$ cat src/rtl/pc_mux_pkg.sv
// Shared constants for the fetch-stage next-PC selector.
package pc_mux_pkg;

  localparam int               XLEN          = 32;
  localparam logic [XLEN-1:0]  RESET_VECTOR  = 32'h0000_0000;
  localparam logic             PC_SEL_SEQ    = 1'b0;
  localparam logic             PC_SEL_BRANCH = 1'b1;

  // Instructions are word aligned, so any set bit in [1:0] is a fault.
  function automatic logic isMisaligned(input logic [1:0] lowBits);
    return lowBits != 2'b00;
  endfunction

endpackage

$ cat src/rtl/pc_mux_sat_counter.sv
// Saturating up-counter: counts cycles with inc high, sticks at all-ones.
module sat_counter #(
  parameter int WIDTH = 16
) (
  input  logic             clk,
  input  logic             rst,
  input  logic             inc,
  output logic [WIDTH-1:0] count
);

  logic [WIDTH-1:0] count_d;
  logic [WIDTH-1:0] count_q;

  always_comb begin
    count_d = count_q;
    if (inc && (count_q != '1)) begin
      count_d = count_q + WIDTH'(1);
    end
  end

  always_ff @(posedge clk) begin
    if (rst) begin
      count_q <= '0;
    end else begin
      count_q <= count_d;
    end
  end

  assign count = count_q;

endmodule

$ cat src/rtl/pc_mux.sv
// Next-PC selector: combinational mux to imem/PC register, plus registered
// copy, flush pulse, redirect counter and alignment flag.
module pc_mux #(
  parameter int              XLEN         = pc_mux_pkg::XLEN,
  parameter logic [XLEN-1:0] RESET_VECTOR = pc_mux_pkg::RESET_VECTOR,
  parameter int              CNT_W        = 16
) (
  input  logic             clk,
  input  logic             rst,
  input  logic [XLEN-1:0]  pc_in,
  input  logic [XLEN-1:0]  pc_branch,
  input  logic             pc_select,
  output logic [XLEN-1:0]  pc_out,
  output logic             pc_misaligned,
  output logic [XLEN-1:0]  pc_q,
  output logic             redirect_q,
  output logic [CNT_W-1:0] redirect_count
);

  import pc_mux_pkg::*;

  logic takeBranch;
  logic [XLEN-1:0] pcReg_q;
  logic redirectReg_q;

  // Written as if/else so an unknown select falls back to the sequential PC.
  always_comb begin
    takeBranch = 1'b0;
    pc_out     = pc_in;
    if (pc_select == PC_SEL_BRANCH) begin
      takeBranch = 1'b1;
      pc_out     = pc_branch;
    end
  end

  assign pc_misaligned = isMisaligned(pc_out[1:0]);

  always_ff @(posedge clk) begin
    if (rst) begin
      pcReg_q       <= RESET_VECTOR;
      redirectReg_q <= 1'b0;
    end else begin
      pcReg_q       <= pc_out;
      redirectReg_q <= takeBranch;
    end
  end

  assign pc_q       = pcReg_q;
  assign redirect_q = redirectReg_q;

  sat_counter #(
    .WIDTH (CNT_W)
  ) uRedirectCount (
    .clk   (clk),
    .rst   (rst),
    .inc   (takeBranch),
    .count (redirect_count)
  );

endmodule

$ cat config.mk
export PLATFORM = sky130hd
export DESIGN_NAME = pc_mux
export DESIGN_NICKNAME = d
export VERILOG_FILES = /design/src/rtl/pc_mux_pkg.sv /design/src/rtl/pc_mux_sat_counter.sv /design/src/rtl/pc_mux.sv
export SDC_FILE = /design/constraint.sdc
export NUM_CORES = 1
export LEC_CHECK = 0
export CAP_MARGIN = 20
export CORE_AREA = 4 4 51 99
export CTS_CLUSTER_DIAMETER = 60
export DETAILED_ROUTE_END_ITERATION = 7
export DIE_AREA = 0 0 55 103
export DONT_BUFFER_PORTS = 1
export HOLD_SLACK_MARGIN = 0.1
export SYNTH_ARGS = -nofsm -noshare
export SYNTH_HDL_FRONTEND = slang
export SYNTH_SLANG_ARGS = --single-unit
$ cat constraint.sdc
create_clock -name clk -period 3 [get_ports clk]
set_input_delay 0.9 -clock clk [delete_from_list [all_inputs] [get_ports clk]]
set_output_delay 0.9 -clock clk [all_outputs]
set_load 0.02 [all_outputs]
# Yosys cells after proc, flatten, opt, wreduce, memory -nomap -nowiden
# Index checks and enable logic that the tools add are counted.
dict set report totals {
  register_bits 49
  latchBits 0
  ram_bits 0
  mem_bits_ro 0
  input_bits 67
  output_inout_bits 82
  word_cells 9
  mem_count 0
}
dict set report op_classes {
  n_addsub 1
  mul 0
  div_mod_pow 0
  n_lt_le_gt_ge 0
  eq_ne 1
  shifts 0
  muxes 2
  bitwise_logic 0
  n_reduce_logical 2
}
# operator n
set op_table {}
lappend op_table {{2-to-1 mux 32 bit} 1}
lappend op_table {{adder 16 x 1 -> 16 bit, second input constant} 1}
lappend op_table {{!= test 16 bit, second input constant} 1}
lappend op_table {{nonzero test 2 bit} 1}
lappend op_table {{logical AND 1 bit} 1}
lappend op_table {{2-to-1 mux 1 bit} 1}

# Depth between registers and ports, before layout
dict set report depth {
  ltp_word 2
  ltp_mapped 6
  ltp_nobuf 5
}

# By module
# From an unflattened synthesis, not the netlist that was laid out.
dict set report unflattened {
  hier_cells 207
  hier_area_um2 2247.2
}
# mod n_inst cells_per_inst area_per_inst_um2 seq_area_each_um2
set by_module_without_submodules {}
lappend by_module_without_submodules {pc_mux 1 108 1398.8 660.6}
lappend by_module_without_submodules {sat_counter 1 99 848.3 320.3}

# Worst setup path before layout
# No wires, ideal clock.
dict set report synth_timing {
  path_kind {input to output}
  startpoint {input pc_select}
  endpoint {output pc_out[10]}
  arrival_ps 1846
  t_required_ps 2100
  path_slack_ps 254
  cell_stages 3
  n_path_buf 2
  path_cell_list {buf_2 -> buf_1 -> mux2_2}
}
dict set report synth_via {
  elab_chain_len 1
}
# element line
set synth_rtl {}
lappend synth_rtl {{start, declared} pc_mux.sv:12} ;# input logic pc_select,
lappend synth_rtl {{2-to-1 mux 32 bit} pc_mux.sv:30} ;# if (pc_select == PC_SEL_BRANCH) begin
lappend synth_rtl {{end, declared} pc_mux.sv:13} ;# output logic [XLEN-1:0] pc_out,
# No other way between the ends.

# Worst setup path after layout
dict set report layout_timing {
  startpoint {input pc_select}
  endpoint {output pc_misaligned}
}
dict set report layout_via {
  elab_chain_len 2
}
# element line
set layout_rtl {}
lappend layout_rtl {{2-to-1 mux 32 bit} pc_mux.sv:30}
lappend layout_rtl {{nonzero test 2 bit} pc_mux_pkg.sv:11} ;# return lowBits != 2'b00;
lappend layout_rtl {{end, declared} pc_mux.sv:14} ;# output logic pc_misaligned,
# No other way between the ends.

==> metrics.cfg <==
[sta]
holdWs_ns = 0.629
setup_violations = 0
max_freq_mhz = 440
setup-tns-final_ns = 0
max_slew.worst_pin.slew_ns = 0.507
rsz0062_at_grt = no
finalHoldViolCount = 0
slew_headroom_pct = 66.1
finalClockSkew_ns = 0.00327
min_period_ns = 2.27
slew_viol_final = 0
final.period_utilization_pct = 75.7

[final_layout]
antenna_cells = 0
seq_area_um2 = 981
multiInputGateArea_mm2 = 0.00106
syn_to_final_growth_pct = 4.87
final_layout_size_suffix_gt1_share_pct = 21.2
fillerInstances = 396
layout.nets = 271

[route]
ant_nets = 0
drc = 0
wire_per_inst_um = 18.8
firstDrtPassIters = 3
dr.first_iter.drc_count = 7
wl_um = 4830
vias = 1512
routed_via_density = 5.88

[critical_path]
worstSetupPathType = primary input to primary output
worstPathCellList = mux2i_1, nand2_1
r2r-start = uRedirectCount.count[8]$_SDFFE_PP0P_
endpoint = pc_misaligned
crit_family = multiplexers
slowest_stage = mux2i_1
r2r_end = uRedirectCount.count[3]$_SDFFE_PP0P_
cp_max_fo = 37
timing.critical_path.required_ns = 2.10
worst-path-buf-inv = 0
rrSetupSlack_ns = 0.93
max_stage_delay_ns = 0.25
crit_start = pc_select
end_kind = primary output
r2r_cells = 4
worst-path-stages = 2
cp.arrival_ns = 1.37
start_kind = primary input

[clock_tree]
post-cts-setup-buffers = 0
htreeDepth = 2
cts_tree = yes
root_buffer = clkbuf_8
clk-insertion-delay-late_ns = 0.29
clk_pin_slew_ns = 0.08
clockBufferDepth = 2
cts_buffers = 5
cts.sinks = 49
ctsHoldBuffers = 0
cts-resized-gates = 0

[logic_synthesis]
synth_edf_count = 0
synth-seq-cells = 49
netlist_top_cells_count = dfxtp_1, nor2b_1, mux2_2, nor2_1
yosys.area.top_type = dfxtp_1
synth_compound_area_share_pct = 7.42
yosys-top-cells-area = dfxtp_1, mux2_2, nor2b_1
synth_top_flop_cell = dfxtp_1
async_flop_share_pct = 0
synthSimpleGateAreaFrac_pct = 23.0
synth_top_family_by_area = simple AND/OR/NAND/NOR gates
ys_types = 34
ys_seq_area_share_pct = 46.5
syn_area_per_cell_um2 = 10.1
syn_area_mm2 = 0.00211
yosysTopAreaCellShare_pct = 46.5
yosys.area_share.xor_xnor_pct = 0.415
synth_fp_nets = 276
yosys_warnings = 0
synth_cells = 208
synth_most_common_cell = dfxtp_1
synth_mux_area_share_pct = 19.1
synth_fa_ha_area_share_pct = 0.593

[place]
hpwl_um = 3790
gp_congestion = 0.706
place.port_buffers = 0

[power]
power-per-cell-area_mw_per_mm2 = 565
combPwrFrac_pct = 10.3
seqPwrFrac_pct = 59.2
netSwitchingFraction_pct = 26.5
power.leakage_nw = 0.774
intPower_w = 0.000918
p_clk_share_pct = 30.5
ir_drop_v = 0.000354
power.switching_w = 0.000330

[global_routing]
grt_max_degree = 53
grt_pass1_vias = 1520
grt_pass1_wl_um = 7270
overflow = 0
antenna_found_initial = 0
grt_usage_pct = 17.4

[min_path]
hold_start = uRedirectCount.count[9]$_SDFFE_PP0P_
hold_path_class = flip-flop to flip-flop

[floorplanning]
placementRows = 34
dieArea_mm2 = 0.00567
die_h_um = 103
io_pins = 149
die_w_um = 55
initial_core_util_pct = 49.1
fp.coreArea_mm2 = 0.00430

[run_status]
outcome = complete, no violations

[job]
cap_violations = 0

layer usage:
layer	share of wire, %	track usage, %	routed length (µm)	vias up
met3	9.1	6.51	439	7
met4	1.6	6.55	78	0
met2	57	31.7	2770	81
li1	-	-	-	718
met1	32	16.7	1550	706
met5	0	0	0	-
worst min-delay path by stage:
stage | endpoint | slack, ns | cells past startpoint
4_1_cts | uRedirectCount.count[7]$_SDFFE_PP0P_ | 0.63 | 2
3_3_place_gp | uRedirectCount.count[13]$_SDFFE_PP0P_ | 0.60 | 2
2_1_floorplan | uRedirectCount.count[7]$_SDFFE_PP0P_ | 0.58 | 2
6_report | uRedirectCount.count[9]$_SDFFE_PP0P_ | 0.63 | 2
5_1_grt | pc_q[5]$_SDFF_PP0_ | 0.64 | 1
3_5_place_dp | uRedirectCount.count[7]$_SDFFE_PP0P_ | 0.62 | 2
state kept, by name, summed over array words and instances (netlist names):
| name | count |
|---|---|
| redirect_q | 1 |
| uRedirectCount.count | 16 |
| pc_q | 32 |
logic make-up (layout without fill, tap and decap cells):
group                    after synthesis  after routing
AND/OR/NAND/NOR                       82             82
flip-flops                            49             49
multiplexers                          36             36
AO/OA/AOI/OAI                         24             24
buffers and inverters                 15             10
adder cells (fa/ha/maj)                1              1
XOR/XNOR                               1              1
through the flow:
step,setup WS [ns],util [%],total power (W),area (µm²),cells
2_1_floorplan,0.254,-,0.000883,2110,208
6_report,0.729,51.5,0.00125,2210,257
5_1_grt,0.632,51.5,0.00131,2210,257
3_3_place_gp,0.763,49.4,0.000884,2120,250
4_1_cts,0.728,51.5,0.00127,2210,257
3_5_place_dp,0.724,49.4,0.000887,2120,250
cell type report:
cell class | count | area share [%]
multi-input combinational | 144 | 48.2
sequential | 49 | 44.4
clock buffer | 7 | 3.90
tap | 54 | 3.06
inverter | 3 | 0.509
power groups by stage:
| stage | logic [W] | clock network (W) | registers, W |
|---|---|---|---|
| floorplan | 0.000134 | 0 | 0.000749 |
| global placement | 0.000128 | 0 | 0.000756 |
| detailed placement | 0.000132 | 0 | 0.000756 |
| CTS | 0.000131 | 0.000395 | 0.000741 |
| global route | 0.000138 | 0.000427 | 0.000744 |
| finish | 0.000129 | 0.000381 | 0.000739 |
cell usage in the layout, fill, tap and decap left out, drive strengths merged, types with 2 or more instances in the layout:
| cell type | n |
|---|---|
| a21oi | 9 |
| nor2 | 10 |
| dfxtp | 49 |
| nor2b | 34 |
| or3 | 5 |
| mux2i | 3 |
| nand3 | 3 |
| clkbuf | 7 |
| or4 | 4 |
| o21ai | 5 |
| nand2 | 9 |
| nand4 | 6 |
| nor4 | 5 |
| o31ai | 4 |
| inv | 3 |
| and3 | 2 |
| mux2 | 33 |
Note: power is estimated with default switching activity, not from simulation.
